==> src/rtl/mio_arbiter_if.sv <==
// mio_arbiter_if: CPU, debug/DMA and memory-port signal bundle around mio_arbiter
// Ports: slave modport is the arbiter side (takes requests and mem_rdata, returns
//   rdata/ready/ack and drives the memory port); master modport is the SoC side.
interface mio_arbiter_if;
   logic        cpu_req;
   logic        cpu_we;
   logic [31:0] cpu_addr;
   logic [31:0] cpu_wdata;
   logic [31:0] cpu_rdata;
   logic        cpu_ready;
   logic        dbg_req;
   logic        dbg_we;
   logic [31:0] dbg_addr;
   logic [31:0] dbg_wdata;
   logic [31:0] dbg_rdata;
   logic        dbg_ack;
   logic        mem_en;
   logic        mem_we;
   logic [31:0] mem_addr;
   logic [31:0] mem_wdata;
   logic [31:0] mem_rdata;
   modport slave (
      input  cpu_req, cpu_we, cpu_addr, cpu_wdata, dbg_req, dbg_we, dbg_addr, dbg_wdata, mem_rdata,
      output cpu_rdata, cpu_ready, dbg_rdata, dbg_ack, mem_en, mem_we, mem_addr, mem_wdata
   );
   modport master (
      output cpu_req, cpu_we, cpu_addr, cpu_wdata, dbg_req, dbg_we, dbg_addr, dbg_wdata, mem_rdata,
      input  cpu_rdata, cpu_ready, dbg_rdata, dbg_ack, mem_en, mem_we, mem_addr, mem_wdata
   );
endinterface

==> src/rtl/mio_arbiter.sv <==
// mio_arbiter: shares one fixed-latency data-memory port between the CPU and the debug/DMA port
// Ports: clk; rst (synchronous, active-high); bus (mio_arbiter_if.slave) with the CPU
//   request/response, debug request/response and memory-port signals.
// MEM_LAT (1..15): cycles from the first mem_en cycle to valid mem_rdata.
// RR_PRIORITY_EN: when defined, ties go to the requester not granted last;
//   otherwise the CPU always wins ties.
module mio_arbiter #(
   parameter int MEM_LAT = 1
) (
   input logic          clk,
   input logic          rst,
   mio_arbiter_if.slave bus
);
   localparam logic [1:0] IDLE = 2'd0, ACCESS = 2'd1, RESP = 2'd2;
   localparam logic [3:0] CNT_INIT = 4'(MEM_LAT - 1);
   logic [1:0]  state_q, state_d;
   logic [3:0]  cnt_q, cnt_d;
   logic        gnt_q, gnt_d, last_q, last_d, we_q, we_d, win;
   logic [31:0] addr_q, addr_d, wdata_q, wdata_d;
   logic [31:0] cpu_rdata_q, cpu_rdata_d, dbg_rdata_q, dbg_rdata_d;
`ifdef RR_PRIORITY_EN
   assign win = bus.dbg_req & (~bus.cpu_req | ~last_q);
`else
   assign win = ~bus.cpu_req;
`endif
   always_comb begin
      state_d     = state_q;
      cnt_d       = cnt_q;
      gnt_d       = gnt_q;
      last_d      = last_q;
      we_d        = we_q;
      addr_d      = addr_q;
      wdata_d     = wdata_q;
      cpu_rdata_d = cpu_rdata_q;
      dbg_rdata_d = dbg_rdata_q;
      if (state_q == IDLE && (bus.cpu_req || bus.dbg_req)) begin
         gnt_d   = win;
         we_d    = win ? bus.dbg_we : bus.cpu_we;
         addr_d  = win ? bus.dbg_addr : bus.cpu_addr;
         wdata_d = win ? bus.dbg_wdata : bus.cpu_wdata;
         cnt_d   = CNT_INIT;
         state_d = ACCESS;
      end else if (state_q == ACCESS) begin
         if (cnt_q == 4'd0) begin
            cpu_rdata_d = gnt_q ? cpu_rdata_q : bus.mem_rdata;
            dbg_rdata_d = gnt_q ? bus.mem_rdata : dbg_rdata_q;
            state_d     = RESP;
         end else begin
            cnt_d = cnt_q - 4'd1;
         end
      end else if (state_q == RESP) begin
         last_d  = gnt_q;
         state_d = IDLE;
      end
   end
   always_ff @(posedge clk) begin
      if (rst) begin
         state_q     <= IDLE;
         cnt_q       <= '0;
         gnt_q       <= 1'b0;
         last_q      <= 1'b1;
         we_q        <= 1'b0;
         addr_q      <= '0;
         wdata_q     <= '0;
         cpu_rdata_q <= '0;
         dbg_rdata_q <= '0;
      end else begin
         state_q     <= state_d;
         cnt_q       <= cnt_d;
         gnt_q       <= gnt_d;
         last_q      <= last_d;
         we_q        <= we_d;
         addr_q      <= addr_d;
         wdata_q     <= wdata_d;
         cpu_rdata_q <= cpu_rdata_d;
         dbg_rdata_q <= dbg_rdata_d;
      end
   end
   // The counter still holds its load value only in the first ACCESS cycle,
   // so gating on it yields exactly one write strobe.
   assign bus.mem_en    = state_q == ACCESS;
   assign bus.mem_we    = state_q == ACCESS && we_q && cnt_q == CNT_INIT;
   assign bus.mem_addr  = addr_q;
   assign bus.mem_wdata = wdata_q;
   assign bus.cpu_rdata = cpu_rdata_q;
   assign bus.dbg_rdata = dbg_rdata_q;
   assign bus.cpu_ready = state_q == RESP && !gnt_q;
   assign bus.dbg_ack   = state_q == RESP && gnt_q;
endmodule

==> src/flat_wrapper.sv <==
// flat-port wrapper written by rule: the top's interface ports become plain ports
module mio_arbiter_flat 
#(
   parameter int MEM_LAT = 1
)
  (clk, rst, bus_cpu_req, bus_cpu_we, bus_cpu_addr, bus_cpu_wdata, bus_dbg_req, bus_dbg_we, bus_dbg_addr, bus_dbg_wdata, bus_mem_rdata, bus_cpu_rdata, bus_cpu_ready, bus_dbg_rdata, bus_dbg_ack, bus_mem_en, bus_mem_we, bus_mem_addr, bus_mem_wdata);
  mio_arbiter_if bus_i ();
  input logic clk;
  input logic rst;
  input wire logic [$bits(bus_i.cpu_req)-1:0] bus_cpu_req;
  input wire logic [$bits(bus_i.cpu_we)-1:0] bus_cpu_we;
  input wire logic [$bits(bus_i.cpu_addr)-1:0] bus_cpu_addr;
  input wire logic [$bits(bus_i.cpu_wdata)-1:0] bus_cpu_wdata;
  input wire logic [$bits(bus_i.dbg_req)-1:0] bus_dbg_req;
  input wire logic [$bits(bus_i.dbg_we)-1:0] bus_dbg_we;
  input wire logic [$bits(bus_i.dbg_addr)-1:0] bus_dbg_addr;
  input wire logic [$bits(bus_i.dbg_wdata)-1:0] bus_dbg_wdata;
  input wire logic [$bits(bus_i.mem_rdata)-1:0] bus_mem_rdata;
  output wire logic [$bits(bus_i.cpu_rdata)-1:0] bus_cpu_rdata;
  output wire logic [$bits(bus_i.cpu_ready)-1:0] bus_cpu_ready;
  output wire logic [$bits(bus_i.dbg_rdata)-1:0] bus_dbg_rdata;
  output wire logic [$bits(bus_i.dbg_ack)-1:0] bus_dbg_ack;
  output wire logic [$bits(bus_i.mem_en)-1:0] bus_mem_en;
  output wire logic [$bits(bus_i.mem_we)-1:0] bus_mem_we;
  output wire logic [$bits(bus_i.mem_addr)-1:0] bus_mem_addr;
  output wire logic [$bits(bus_i.mem_wdata)-1:0] bus_mem_wdata;
  assign bus_i.cpu_req = bus_cpu_req;
  assign bus_i.cpu_we = bus_cpu_we;
  assign bus_i.cpu_addr = bus_cpu_addr;
  assign bus_i.cpu_wdata = bus_cpu_wdata;
  assign bus_i.dbg_req = bus_dbg_req;
  assign bus_i.dbg_we = bus_dbg_we;
  assign bus_i.dbg_addr = bus_dbg_addr;
  assign bus_i.dbg_wdata = bus_dbg_wdata;
  assign bus_i.mem_rdata = bus_mem_rdata;
  assign bus_cpu_rdata = bus_i.cpu_rdata;
  assign bus_cpu_ready = bus_i.cpu_ready;
  assign bus_dbg_rdata = bus_i.dbg_rdata;
  assign bus_dbg_ack = bus_i.dbg_ack;
  assign bus_mem_en = bus_i.mem_en;
  assign bus_mem_we = bus_i.mem_we;
  assign bus_mem_addr = bus_i.mem_addr;
  assign bus_mem_wdata = bus_i.mem_wdata;
  mio_arbiter #(.MEM_LAT(MEM_LAT)) u_core (.clk(clk), .rst(rst), .bus(bus_i));
endmodule
==> config.mk <==
export PLATFORM = sky130hd
export DESIGN_NAME = mio_arbiter_flat
export DESIGN_NICKNAME = d
export VERILOG_FILES = /design/src/rtl/mio_arbiter_if.sv /design/src/rtl/mio_arbiter.sv /design/src/flat_wrapper.sv
export SDC_FILE = /design/constraint.sdc
export NUM_CORES = 1
export LEC_CHECK = 0
export ABC_CLOCK_PERIOD_IN_PS = 4100
export CORE_UTILIZATION = 43
export DETAILED_ROUTE_END_ITERATION = 16
export PLACE_DENSITY = 0.88
export SLEW_MARGIN = 10
export SYNTH_ARGS = -nofsm -noshare
export SYNTH_HDL_FRONTEND = slang
export SYNTH_SLANG_ARGS = --single-unit
==> constraint.sdc <==
create_clock -name clk -period 4.1 [get_ports clk]
set_clock_uncertainty 0.1 [all_clocks]
set_input_delay 1.025 -clock clk [delete_from_list [all_inputs] [get_ports clk]]
set_output_delay 1.025 -clock clk [all_outputs]
set_load 0.01 [all_outputs]
==> impl_metrics.ini, run 1 <==
[run_status]
outcome = finished clean

[floorplanning]
dieArea_mm2 = 0.01363
pin_count = 298
initial_core_util_pct = 44.49
core_area_mm2 = 0.01272
die_h_um = 116.7
placementRows = 41
die_x_um = 116.7

[sta]
final_hold_viol_count = 0
rsz0062_at_grt = false
relSlewSlack_pct = 41.58
tns_ns = 0
fin_crit_ns = 3.361
setup_viol = 0
timing.final.crit_share_pct = 81.97
worstMarginPinSlew_ns = 0.8763
max_freq_mhz = 297.6
slew_viol_final = 0

[yosys]
ys_warn_count = 0
yosysSeqAreaShare_pct = 48.10
synth_top_area_share_pct = 48.10
synth_edf_count = 0
avgSynthCellArea_um2 = 9.676
ys_ff_latch = 136
synth_area_mm2 = 0.005660
ys_types = 32
synth_fp_nets = 756
synth_area_leader_cell = dfxtp_1
synthCells = 585
synth-main-ff-cell = dfxtp_1
synthArstFlopShare_pct = 0
yosys-top-cells-area = dfxtp_1 (48%), mux2i_1 (23%), a211oi_1 (8.9%), nand2_1 (6.5%), nor2_1 (4.5%)

[global_routing]
grt_pass1_vias = 5339
grt_pass1_wl_mm = 26.04
antenna_found_initial = 2
grt_overflow = 0
grt_use_total_pct = 25.53
grt_max_degree = 134

[clocking]
clock-sinks = 136
root_buffer = clkbuf_16
clk_path_buf_depth = 2
clkTransAtPathRegs_ns = 0.05
ctsResizeCount = 0
cts_tree = built
numCtsBuffers = 17
clk_latency_ns = 0.41
h-tree-depth = 4
cts_setup_buffers = 0
cts_hold_buf = 0

[routing]
first_pass_iters = 5
dr.first_iter.drc_count = 278
avgViaCountPerCell = 5.120
via_count = 5340
routed_wl_mm = 17.49
antenna_left = 0
wl_per_cell_um = 16.77
drcViolationCount = 0

[power_and_ir_drop]
leakage_nw = 3.752
sw_frac_of_total_pct = 30.04
p_int_mw = 3.273
ir_drop_uv = 260.1
switching_power_mw = 1.405
total_power_mw = 4.678
p_clk_share_pct = 30.8
power_density_mw_per_mm2 = 506.5
seqPwrFrac_pct = 36.5
comb_power_share_pct = 32.6

[finish]
fin_cells = 1043
syn2layout_area_growth_pct = 63.15
fin_nets = 1030
layout-drive-gt1-share_pct = 4.943
final_core_util_pct = 72.59

[setup_path]
r2r_slack_ns = 1.66
end_kind = output pin
start_kind = flop
crit_required_ns = 2.97
path_cells = inv_1 > ha_1 > nor3b_1 > and3_1 > clkdlybuf4s50_1
critical_path_class = reg -> out
rr_worst_depth = 5
cp_slowest_cell = clkdlybuf4s50_1
critPathArrivalTime_ns = 2.24
crit_family = simple AND/OR/NAND/NOR gates
worstPathMaxFanout = 5
critical_path_depth = 5
crit_buf_inv = 2
r2r_end = u_core.bus.dbg_rdata[10]
rr_startpoint = u_core.cnt_q[0]
worstSetupEndpoint = bus_mem_we
crit_start = u_core.cnt_q[0]
cpPeakStageDelay_ns = 0.53

[placement]
dp.cells = 1012
gp_congestion = 0.8170
io_buffer_count = 297
dp_hpwl_mm = 13.04

[worst_hold_path]
min-delay-path-class = reg -> reg

[run]
maxCapViolations = 0
-- metrics by stage --
| stage | setup slack, ns | hold slack (ns) | cell area (µm²) |
|---|---|---|---|
| final | 0.7394 | 0.3575 | 9235 |
| after global placement | 1.269 | 0.3412 | 8681 |
| after detailed placement | 1.183 | 0.3523 | 8681 |
| after global routing | 0.5776 | 0.3849 | 9235 |
| after CTS | 0.7267 | 0.3610 | 9233 |
| after floorplan | 1.827 | 0.3699 | 5660 |
-- registers in the layout (all words and copies together), names as in the netlist --
register              cells
u_core.gnt_q              1
u_core.cnt_q              4
u_core.bus.dbg_rdata     32
u_core.we_q               1
u_core.bus.cpu_rdata     32
u_core.bus.mem_wdata     32
u_core.state_q            2
u_core.bus.mem_addr      32
-- synth_stat cells (all sizes together), types with 2 or more instances --
| master | instances |
|---|---|
| inv | 6 |
| a211oi | 67 |
| nand2 | 98 |
| nor2 | 68 |
| buf | 20 |
| o21ai | 2 |
| nand3 | 4 |
| a21oi | 2 |
| clkbuf | 30 |
| ha | 5 |
| and3 | 2 |
| dfxtp | 136 |
| mux2i | 130 |
-- power by group through the flow --
stage | logic, mW | clock network (mW) | registers [mW]
2_1_floorplan | 0.643 | 0 | 1.82
3_3_place_gp | 1.48 | 0 | 1.72
5_1_grt | 1.64 | 1.52 | 1.74
3_5_place_dp | 1.52 | 0 | 1.73
4_1_cts | 1.54 | 1.46 | 1.71
6_report | 1.53 | 1.44 | 1.71
-- worst min-delay path by stage --
stage	from	endpoint	slack, ns	cells past startpoint
after CTS	u_core.bus.dbg_rdata[2]	u_core.bus.dbg_rdata[2]	0.36	2
after global routing	u_core.bus.dbg_rdata[9]	u_core.bus.dbg_rdata[9]	0.38	2
after global placement	u_core.bus.dbg_rdata[21]	u_core.bus.dbg_rdata[21]	0.34	2
final	u_core.bus.dbg_rdata[30]	u_core.bus.dbg_rdata[30]	0.36	2
after floorplan	u_core.state_q[1]	u_core.state_q[1]	0.37	2
after detailed placement	u_core.bus.dbg_rdata[2]	u_core.bus.dbg_rdata[2]	0.35	2
-- layout by cell type (no fill, tap or decap), types with 2 or more instances in the layout --
cell | netlist | final
clkdlybuf4s50_1 | 0 | 295
dfxtp_1 | 136 | 136
mux2i_1 | 130 | 130
nand2_1 | 98 | 98
nor2_1 | 68 | 68
a211oi_1 | 67 | 67
clkbuf_16 | 0 | 17
buf_4 | 1 | 8
clkinv_2 | 0 | 6
inv_1 | 5 | 5
ha_1 | 5 | 5
nand3_1 | 4 | 4
o21ai_0 | 2 | 2
a21oi_1 | 2 | 2
clkinvlp_4 | 0 | 2
bufinv_16 | 0 | 2
clkbuf_1 | 30 | 2
-- kinds of logic (layout without fill, tap and decap cells) --
kind of cell    Yosys count  in the layout  share of synthesized area, %
flops                   136            136                         48.10
fa+ha+maj                 5              5                         1.105
buf+inv                  56            341                         4.664
xor+xnor                  1              1                        0.1548
other cells               0              1                             0
simple gates            179            179                         12.75
compound gates           78             78                         10.23
mux                     130            130                         22.99
-- area by class of cell --
type,count,area [µm²]
Timing Repair Buffer,305,3038
Clock inverter,10,105.1
Antenna cell,1,2.502
Multi-Input combinational cell,393,2683
Tap cell,172,215.2
Fill cell,876,3487
Sequential cell,136,2723
Inverter,6,22.52
Clock buffer,20,446.7
-- worst register-to-register path, delay by kind of cell (launching register included) --
family / cells / cell delay, ns
flip-flops: 1 / 0.31
adder cells (fa/ha/maj): 1 / 0.21
AND/OR/NAND/NOR: 2 / 1.30
multiplexers: 1 / 0.34
buffers and inverters: 1 / 0.11
-- routing by layer --
layer  track usage (%)  wire length [µm]  vias to the layer above  share of wire, %
met1             26.23              6541                     2437                37
met4             16.29               785                        0               4.5
met2             44.97              8687                      255                50
met3             8.095              1477                       52               8.4
met5                 0                 0                        -                 0
li1                  -                 -                     2596                 -
(Power assumes the default switching activity.)
==> run 2, diff against run 1 <==
- ABC_CLOCK_PERIOD_IN_PS: 4100 -> 3400
- CORE_UTILIZATION: 43 -> 40
- PLACE_DENSITY: 0.88 -> 0.82
- clock period: 4.1 -> 3.4 ns (I/O delays scaled with it)
==> run 2 against run 1 <==
  * Via count decreased by 4.0%
  * Wire length decreased by 6.0%
  * Setup slack got worse by 0.36 ns
  * Largest power group unchanged
  * Highest routed layer unchanged
==> impl_metrics.ini, run 2 (synthesis results as in run 1) <==
[global_routing]
grt_pass1_vias = 4899
grt_use_total_pct = 22.16
grt_pass1_wl_mm = 24.69
grt_max_degree = 81
grt_overflow = 0
antenna_found_initial = 0

[routing]
drcViolationCount = 0
via_count = 5129
wl_per_cell_um = 15.59
first_pass_iters = 4
routed_wl_mm = 16.45
avgViaCountPerCell = 4.862
dr.first_iter.drc_count = 253
antenna_left = 0

[clocking]
clock-sinks = 136
cts_setup_buffers = 0
clk_latency_ns = 0.41
clkTransAtPathRegs_ns = 0.05
ctsResizeCount = 0
root_buffer = clkbuf_16
clk_path_buf_depth = 2
cts_tree = built
numCtsBuffers = 17
h-tree-depth = 4
cts_hold_buf = 0

[finish]
mostFrequentLayoutCells = clkdlybuf4s50_1 (295), dfxtp_1 (136), mux2i_1 (130)
fin_cells = 1055
syn2layout_area_growth_pct = 65.94
diodes = 0
nFillCells = 1059
fin_nets = 1033
layout-drive-gt1-share_pct = 5.600
final_common_cell = clkdlybuf4s50_1

[floorplanning]
die_h_um = 121.0
core_area_mm2 = 0.01383
dieArea_mm2 = 0.01463
pin_count = 298
placementRows = 43
die_x_um = 121.0
initial_core_util_pct = 40.94

[sta]
relSlewSlack_pct = 41.34
fin_crit_ns = 3.021
hold_ws_ns = 0.3536
setup_viol = 0
max_freq_mhz = 331.0
rsz0062_at_grt = false
final_hold_viol_count = 0
timing.final.crit_share_pct = 88.85
worstMarginPinSlew_ns = 0.8799
tns_ns = 0
worst_slack_ns = 0.3792
slew_viol_final = 0

[setup_path]
end_kind = output pin
critPathArrivalTime_ns = 2.07
r2r_slack_ns = 1.18
critical_path_class = reg -> out
start_kind = flop
worstPathMaxFanout = 5
crit_required_ns = 2.45

[placement]
dp_hpwl_mm = 12.16
dp.cells = 1023
gp_congestion = 0.8052
post-place-ws_ns = 0.7768
io_buffer_count = 297

[power_and_ir_drop]
leakage_nw = 3.820
ir_drop_uv = 346.4
power_density_mw_per_mm2 = 630.3
total_power_mw = 5.921

[worst_hold_path]
min-delay-path-class = reg -> reg

[run_status]
outcome = finished clean

[run]
maxCapViolations = 0
==> run 2: cell types whose count changed in the layout (fill, tap and decap cells not counted), moves of 2 or more <==
cell	before	now
clkinv_4	0	2
buf_12	1	3
clkinv_2	6	3
bufinv_16	2	5
==> run 2: stage by stage <==
stage          instance area, µm²  utilization [%]
4_1_cts                      9393            67.93
3_5_place_dp                 8738            63.20
2_1_floorplan                5660                -
5_1_grt                      9393            67.93
6_report                     9393            67.93
3_3_place_gp                 8738            63.20
==> run 2: cell type report <==
cell class	count	area [µm²]	share of cell area (%)
multi-input combinational	393	2683	28.56
sequential	136	2723	28.99
clock buffer	20	456.7	4.862
clock inverter	12	197.7	2.105
timing repair buffer	308	3085	32.85
tap	180	225.2	2.398
inverter	6	22.52	0.2398
==> run 2: worst paths after layout <==
| check | from | endpoint | cells past startpoint |
|---|---|---|---|
| worst max-delay path | u_core.cnt_q[0] | bus_mem_we | 6 |
| worst min-delay path | u_core.bus.dbg_rdata[2] | u_core.bus.dbg_rdata[2] | 2 |
| worst max register to register | u_core.cnt_q[0] | u_core.bus.dbg_rdata[10] | 6 |
| worst min register to register | u_core.bus.dbg_rdata[2] | u_core.bus.dbg_rdata[2] | 2 |
==> run 2: routing by layer <==
layer  track usage [%]  share of wire (%)  routed length [µm]
met1             25.05                 41                6792
met3             7.425                8.0                1321
met2             37.57                 48                7898
met5                 0                  0                   0
met4             10.11                2.7                 438
==> run 2: critical path, stage by stage (launching register included) <==
cell	delay, ns
dfxtp_1	0.30
inv_1	0.10
ha_1	0.19
nor3b_1	0.19
buf_4	0.17
and3_1	0.15
clkdlybuf4s50_1	0.54
==> run 2: power by group <==
part           internal, mW  switching [mW]  leakage (nW)
combinational         0.985           0.861          2.39
clock                  1.34           0.683         0.316
sequential             1.89           0.161          1.12
